### config.mk
export PLATFORM = sky130hd
export DESIGN_NAME = mem_arb_ctrl
export DESIGN_NICKNAME = d
export VERILOG_FILES = /design/src/rtl/mem_arb_pkg.sv /design/src/rtl/rr_arb2.sv /design/src/rtl/mem_arb_ctrl.sv
export SDC_FILE = /design/constraint.sdc
export NUM_CORES = 1
export LEC_CHECK = 0
export CAP_MARGIN = 25
export CORE_AREA = 2 2 56 58
export DETAILED_ROUTE_END_ITERATION = 10
export DIE_AREA = 0 0 58 60
export PLACE_DENSITY = 0.82
export SLEW_MARGIN = 20
export SYNTH_ARGS = -nofsm -noshare
export SYNTH_HDL_FRONTEND = slang
export SYNTH_SLANG_ARGS = --single-unit
### constraint.sdc
create_clock -name clk -period 2.3 [get_ports clk]
set_clock_uncertainty 0.2 [all_clocks]
set_input_delay 0.575 -clock clk [delete_from_list [all_inputs] [get_ports clk]]
set_output_delay 0.575 -clock clk [all_outputs]
set_load 0.05 [all_outputs]
### src/rtl/mem_arb_pkg.sv
// Shared types for the two-client memory arbiter/controller.
package mem_arb_pkg;

   localparam int N_CLIENTS = 2;

   typedef enum logic [1:0] {
      WAKE = 2'd0,
      INIT = 2'd1,
      RUN  = 2'd2
   } state_t;

   typedef logic [0:0] client_id_t;

endpackage

### src/rtl/rr_arb2.sv
// Two-input round-robin arbiter: one-hot grant, last-grant pointer advances on demand.
module rr_arb2
   import mem_arb_pkg::*;
(
   input  logic       clk,
   input  logic       Rst,
   input  logic [1:0] req,
   input  logic       advance,
   output logic [1:0] gnt
);

   client_id_t last_q, last_d;

   always_comb begin
      gnt = 2'b00;
      case (req)
         2'b01:   gnt = 2'b01;
         2'b10:   gnt = 2'b10;
         2'b11:   gnt = (last_q == 1'b1) ? 2'b01 : 2'b10;
         default: gnt = 2'b00;
      endcase
   end

   always_comb begin
      last_d = last_q;
      if (advance && (gnt != 2'b00)) begin
         last_d = gnt[1];
      end
   end

   // Reset as "client 1 last" so client 0 wins the first tie.
   always_ff @(posedge clk or negedge Rst) begin
      if (!Rst) begin
         last_q <= 1'b1;
      end else begin
         last_q <= last_d;
      end
   end

endmodule

### src/rtl/mem_arb_ctrl.sv
// Two-client controller for a single-port sync-read memory: fill sweep after
// reset, then round-robin one access per cycle with a tagged response.
module mem_arb_ctrl
   import mem_arb_pkg::*;
#(
   parameter int                ADDR_W   = 6,
   parameter int                DATA_W   = 8,
   parameter logic [DATA_W-1:0] FILL_VAL = '0
)(
   input  logic                  clk,
   input  logic                  Rst,
   input  logic [1:0]            req_valid,
   input  logic [1:0]            req_we,
   input  logic [2*ADDR_W-1:0]   req_addr,
   input  logic [2*DATA_W-1:0]   req_wdata,
   output logic [1:0]            req_ready,
   output logic [1:0]            rsp_valid,
   output logic [DATA_W-1:0]     rsp_rdata,
   output logic                  mem_en,
   output logic                  mem_we,
   output logic [ADDR_W-1:0]     mem_addr,
   output logic [DATA_W-1:0]     mem_din,
   input  logic [DATA_W-1:0]     mem_dout,
   output logic                  init_done
);

   localparam int              DEPTH    = 2**ADDR_W;
   localparam logic [ADDR_W:0] LAST_IDX = (ADDR_W+1)'(DEPTH-1);
   localparam logic [ADDR_W:0] CNT_ONE  = (ADDR_W+1)'(1);

   state_t                 state_q, state_d;
   logic [ADDR_W:0]        init_cnt_q, init_cnt_d;
   logic [N_CLIENTS-1:0]   tag_q, tag_d;
   logic [N_CLIENTS-1:0]   arb_req;
   logic [N_CLIENTS-1:0]   gnt;
   logic                   in_run;
   client_id_t             sel;

   assign in_run  = (state_q == RUN);
   assign arb_req = in_run ? req_valid : 2'b00;

   rr_arb2 u_arb (
      .clk     (clk),
      .Rst     (Rst),
      .req     (arb_req),
      .advance (|gnt),
      .gnt     (gnt)
   );

   assign sel = gnt[1];

   always_comb begin
      state_d    = state_q;
      init_cnt_d = init_cnt_q;
      case (state_q)
         WAKE: begin
            state_d    = INIT;
            init_cnt_d = '0;
         end
         INIT: begin
            init_cnt_d = init_cnt_q + CNT_ONE;
            if (init_cnt_q == LAST_IDX) begin
               state_d = RUN;
            end
         end
         RUN:     state_d = RUN;
         default: state_d = WAKE;
      endcase
   end

   // Memory port: fill sweep in INIT, granted client's fields in RUN.
   always_comb begin
      mem_en   = 1'b0;
      mem_we   = 1'b0;
      mem_addr = '0;
      mem_din  = '0;
      if (state_q == INIT) begin
         mem_en   = 1'b1;
         mem_we   = 1'b1;
         mem_addr = init_cnt_q[ADDR_W-1:0];
         mem_din  = FILL_VAL;
      end else if (in_run && (gnt != 2'b00)) begin
         mem_en   = 1'b1;
         mem_we   = sel ? req_we[1] : req_we[0];
         mem_addr = sel ? req_addr[2*ADDR_W-1:ADDR_W] : req_addr[ADDR_W-1:0];
         mem_din  = sel ? req_wdata[2*DATA_W-1:DATA_W] : req_wdata[DATA_W-1:0];
      end
   end

   assign tag_d = gnt;

   always_ff @(posedge clk or negedge Rst) begin
      if (!Rst) begin
         state_q    <= WAKE;
         init_cnt_q <= '0;
         tag_q      <= '0;
      end else begin
         state_q    <= state_d;
         init_cnt_q <= init_cnt_d;
         tag_q      <= tag_d;
      end
   end

   assign req_ready = gnt;
   assign rsp_valid = tag_q;
   assign rsp_rdata = (tag_q != 2'b00) ? mem_dout : '0;
   assign init_done = in_run;

endmodule
; ---- Word level (Yosys, flattened, before mapping)
; Cells that the tools add are included.
[classes]
n_reduce_logical = 7
mux = 18
eq_ne = 7
addsub = 1
[ops]
columns = op, count
row1 = $mux W8, 4
row2 = $mux W6, 3
row3 = $pmux W7 S2, 1
row4 = $pmux W2 S3, 2
row5 = $add A7 B1 Y7 const B, 1
row6 = $eq A7 B6 Y1 const B, 1
row7 = $eq A2 B2 Y1 const B, 3
row8 = $mux W2, 3
row9 = $reduce_bool A2 Y1, 3
row10 = $mux W1, 5
row11 = $eq A2 B1 Y1 const B, 2
row12 = $logic_and A1 B1 Y1, 2
row13 = $logic_not A2 Y1, 1
row14 = $ne A2 B2 Y1 const B, 1
row15 = $reduce_or A2 Y1, 1
[totals]
input_bits = 42
reg_bits = 12
output_inout_bits = 29

; ---- Depth between registers and ports, before layout
[depth]
ltp_word = 8
ltp_mapped = 8
ltp_nobuf = 7

; ---- Cells and area by module
; Synthesis repeated with hierarchy kept, for this count alone.
[unflattened]
cells_unflattened = 114
hier_area_um2 = 977.2
[modules_own_cells]
columns = mod, n_inst, cells_per_inst, area_per_inst_um2
row1 = mem_arb_ctrl, 1, 108, 920.9
row2 = rr_arb2, 1, 6, 56.3

; ---- Worst setup path before layout
; OpenSTA, ideal clock, no wires.
[synth_path]
path_type = reg-to-output
startpoint = register state_q[0]
endpoint = output port mem_addr[3]
path_stages_with_launch = 7
required_ns = 1.525
arrival_ns = 2.789
slack_ns = -1.264
cell_sequence = dfrtp_1 inv_1 ha_1 o21ai_0 or2_2 buf_2 o21ai_0
[synth_via]
elab_chain_cells = 8
word_cells_on_any_way = 12
[synth_lines]
columns = element, line_no
row1 = from (decl), mem_arb_ctrl.sv:31  ; state_t state_q, state_d;
row2 = from (signal assigned), mem_arb_ctrl.sv:98  ; state_q <= state_d;
row3 = $eq A2 B2 Y1 *, mem_arb_ctrl.sv:39  ; assign in_run = (state_q == RUN);
row4 = via init_done, mem_arb_ctrl.sv:24  ; output logic init_done
row5 = $mux W2, mem_arb_ctrl.sv:40  ; assign arb_req = in_run ? req_valid : 2'b00;
row6 = $eq A2 B2 Y1 or $eq A2 B1 Y1 (tied branches), rr_arb2.sv:16  ; case (req)
row7 = $pmux W2 S3, rr_arb2.sv:16
row8 = $reduce_bool A2 Y1, mem_arb_ctrl.sv:82  ; end else if (in_run && (gnt != 2'b00)) begin
row9 = $logic_and A1 B1 Y1, mem_arb_ctrl.sv:82
row10 = $mux W6 *, mem_arb_ctrl.sv:82
row11 = $mux W6 *, mem_arb_ctrl.sv:77  ; if (state_q == INIT) begin
row12 = to (decl), mem_arb_ctrl.sv:21  ; output logic [ADDR_W-1:0] mem_addr,
; Mark *: on every way through the listed nets, which the timed path passes. The rest lies on a longest branch.

; ---- Worst setup path in the final report
[layout_path]
startpoint = register state_q[0]
endpoint = output port mem_addr[3]
[layout_via]
elab_chain_cells = 8
word_cells_on_any_way = 12
[layout_lines]
columns = element, line_no
row1 = $eq A2 B2 Y1, mem_arb_ctrl.sv:39
row2 = $mux W2, mem_arb_ctrl.sv:40
row3 = $eq A2 B2 Y1 or $eq A2 B1 Y1 (tied branches), rr_arb2.sv:16
row4 = $pmux W2 S3, rr_arb2.sv:16
row5 = $reduce_bool A2 Y1, mem_arb_ctrl.sv:82
row6 = $logic_and A1 B1 Y1, mem_arb_ctrl.sv:82
row7 = $mux W6, mem_arb_ctrl.sv:82
row8 = $mux W6 *, mem_arb_ctrl.sv:77
; Every way passes the cells marked *; elsewhere a longest branch is shown, timed or not.

==> reports/qor.txt <==
Slew of the pin with the lowest slew margin: 0.580 ns
H-tree depth: 1
VDD IR max: 320 uV
Commonest non-fill, non-tap cell in the layout: clkdlybuf4s50_1
Buf/Inv on CP: 3
Crit path time final: 2.63 ns
CTS root buf: clkbuf_4
Final instance area: 0.00249 mm^2
Sequential share of the synthesized area: 0.332
Critical path peak fanout: 7
# hold bufs at CTS: 0
Starting Density: 0.313
Area post-placement: 0.00219 mm^2
Drt total wl: 4.11 mm
R2R depth: 8
Fill count: 144
CTS tree: done
Total power: 501 uW
Die Y-Extent: 60 um
Peak Freq: 0.380 GHz
Clock Tree Buf Depth: 2
Post-synth top area share: 0.303
Antenna Nets Post-Route: 0
Vias in the first global route: 1304
Power Density: 201 mW/mm^2
Global routing's busiest layer: met2
Static Leak: 1.01 nW
Antenna diode count: 0
Period utilization: 1.14
Commonest non-fill, non-tap cells in the layout: clkdlybuf4s50_1, buf_12, nand2_2, buf_4, dfrtp_1
Crit path launch type: register
Dpl ws: -0.565 ns
PortBufs: 70
GP Congestion: 0.745
Cts bufs inserted: 3
Reg2Reg Setup Slack: 0.27 ns
Initial DRC Count: 23
Netlist cell types: 30
Cells after Synth: 114
Synth Warn #: 0
Worst endpoint required time: 1.52 ns
Violated checks: setup timing
Crit path kind: reg2out
Grt ovf: 0
Area leader, netlist: dfrtp_1
Unrepaired setup endpoints after global routing: yes
Core Rows: 20
WL/cell: 17.3 um
Drt pass-1 iters: 4
Status: complete, but fails checks
Setup crit end kind: primary output
Synth Register Bits: 12
CP top delay family: flip-flops
Hold WC Path Type: reg2reg
Largest net degree at the start of global routing: 13
Layout cells sized above 1: 0.561
GRT Total Usage: 0.231
Max-slew violation count: 0
Hold Path Stages: 1
Vias/cell: 5.16
Final hold vios: 0
Met3 Usage GRT: 0.0303
Die ar.: 0.00348 mm^2
Slew HR: 0.612
Max stage delay cell, worst path: dfrtp_1
Nets@finish: 252
Placed wire-length estimate: 2.81 mm
Via Count: 1229
Setup-failing EPs final: 17
CP peak stage delay: 0.40 ns
Mapped Area: 907 um^2
Layout area overhead: 175%
Most numerous cell on the critical path: buf_12
Worst path depth: 8
Io pins: 71
Hold Slack: 0.322 ns
Crit path DAT: 1.86 ns
Max-cap violations: 0
Synth area leaders: dfrtp_1, nand2_1, mux2i_1
Core area: 0.00290 mm^2
Syn Area/Cell: 7.96 um^2
# DRC: 0
Post-synth net total: 160
Clock transition at the registers of the reported paths: 0.08 ns
M1 GR Usage: 0.241
First-pass GRT wire length: 6.06 mm
Critical path, cell by cell: inv_2 > ha_4 > nand2_4 > a21o_4 > buf_12 > mux2i_4 > o21ai_4 > buf_12
Die width: 58 um
Fin util: 0.858
Met2 Use GR: 0.463
Clock Latency Late Sink: 0.28 ns
Setup WS post-layout: -0.333 ns
Number of clock sinks: 12
Initial antenna violation count: 0
## metrics by stage
stage / std cells / setup TNS [ns]
6_report: 238 / -4.74
5_1_grt: 238 / -5.54
4_1_cts: 237 / -4.72
3_5_place_dp: 228 / -8.54
3_3_place_gp: 228 / -7.73
2_1_floorplan: 114 / -1.51
## layer usage
metal,vias to the layer above,share of wire
met5,-,0
met4,0,0.014
met3,10,0.045
met2,52,0.58
met1,597,0.36
li1,570,-
## kinds of logic (layout without fill, tap and decap cells)
| group | count (synthesis) | count (layout) | synth area share |
|---|---|---|---|
| simple gates | 51 | 52 | 0.268 |
| flops | 12 | 12 | 0.332 |
| compound gates | 28 | 28 | 0.179 |
| xor+xnor | 1 | 1 | 0.00966 |
| buf+inv | 9 | 99 | 0.0483 |
| fa+ha+maj | 4 | 4 | 0.0552 |
| mux | 9 | 9 | 0.108 |
## final cells by class
type | count | area, um^2 | share of cell area
timing repair buffer | 91 | 1160 | 0.466
multi-input combinational | 94 | 930 | 0.373
sequential | 12 | 302 | 0.121
tap | 33 | 41.3 | 0.0166
clock buffer | 4 | 36.3 | 0.0146
inverter | 4 | 22.5 | 0.00904
## synth_stat cells
library cell / count
mux2_4: 1
clkbuf_1: 2
buf_2: 2
o22a_1: 1
nand3_1: 3
buf_6: 1
o211ai_1: 1
o21bai_1: 1
o21ai_0: 12
dfstp_2: 1
or2_2: 1
o31ai_1: 1
and3_1: 1
and2_1: 1
nand4_1: 1
inv_1: 3
xor2_1: 1
o211a_1: 1
a21oi_1: 9
nand2b_1: 6
dfrtp_1: 11
ha_1: 4
o21ai_2: 1
a21o_1: 1
nor2b_1: 9
nor2_1: 1
mux2i_1: 6
clkinv_1: 1
mux2_2: 2
nand2_1: 28
## registers in the layout (all words and copies together), names as in the netlist
signal        count
init_cnt_q        7
rsp_valid         2
state_q           2
u_arb.last_q      1
## where the power goes
part	internal [mW]	leakage (nW)	total (mW)	switching [mW]
sequential	0.211	0.149	0.211	0
clock	0.0963	0.0210	0.177	0.0804
combinational	0.0752	0.836	0.113	0.0379
total	0.382	1.01	0.501	0.118
## repair_timing
item / in CTS / in global routing
endpoints found under the setup margin: 18 / 18
resized for setup: 24 / 30
gates cloned: 1 / 0
pin swaps: 14 / 14
setup buffers: 4 / 1
## worst paths after layout
kind | startpoint | endpoint
max | state_q[0]$_DFFE_PN0P_ | mem_addr[3]
min | init_cnt_q[5]$_DFFE_PN0P_ | init_cnt_q[5]$_DFFE_PN0P_
max reg2reg | state_q[0]$_DFFE_PN0P_ | state_q[1]$_DFFE_PN0P_
min reg2reg | init_cnt_q[5]$_DFFE_PN0P_ | init_cnt_q[5]$_DFFE_PN0P_
min in group asynchronous | Rst | init_cnt_q[1]$_DFFE_PN0P_
max in group asynchronous | Rst | u_arb.last_q$_DFFE_PN1P_
Power figures use the tool's default switching activity.
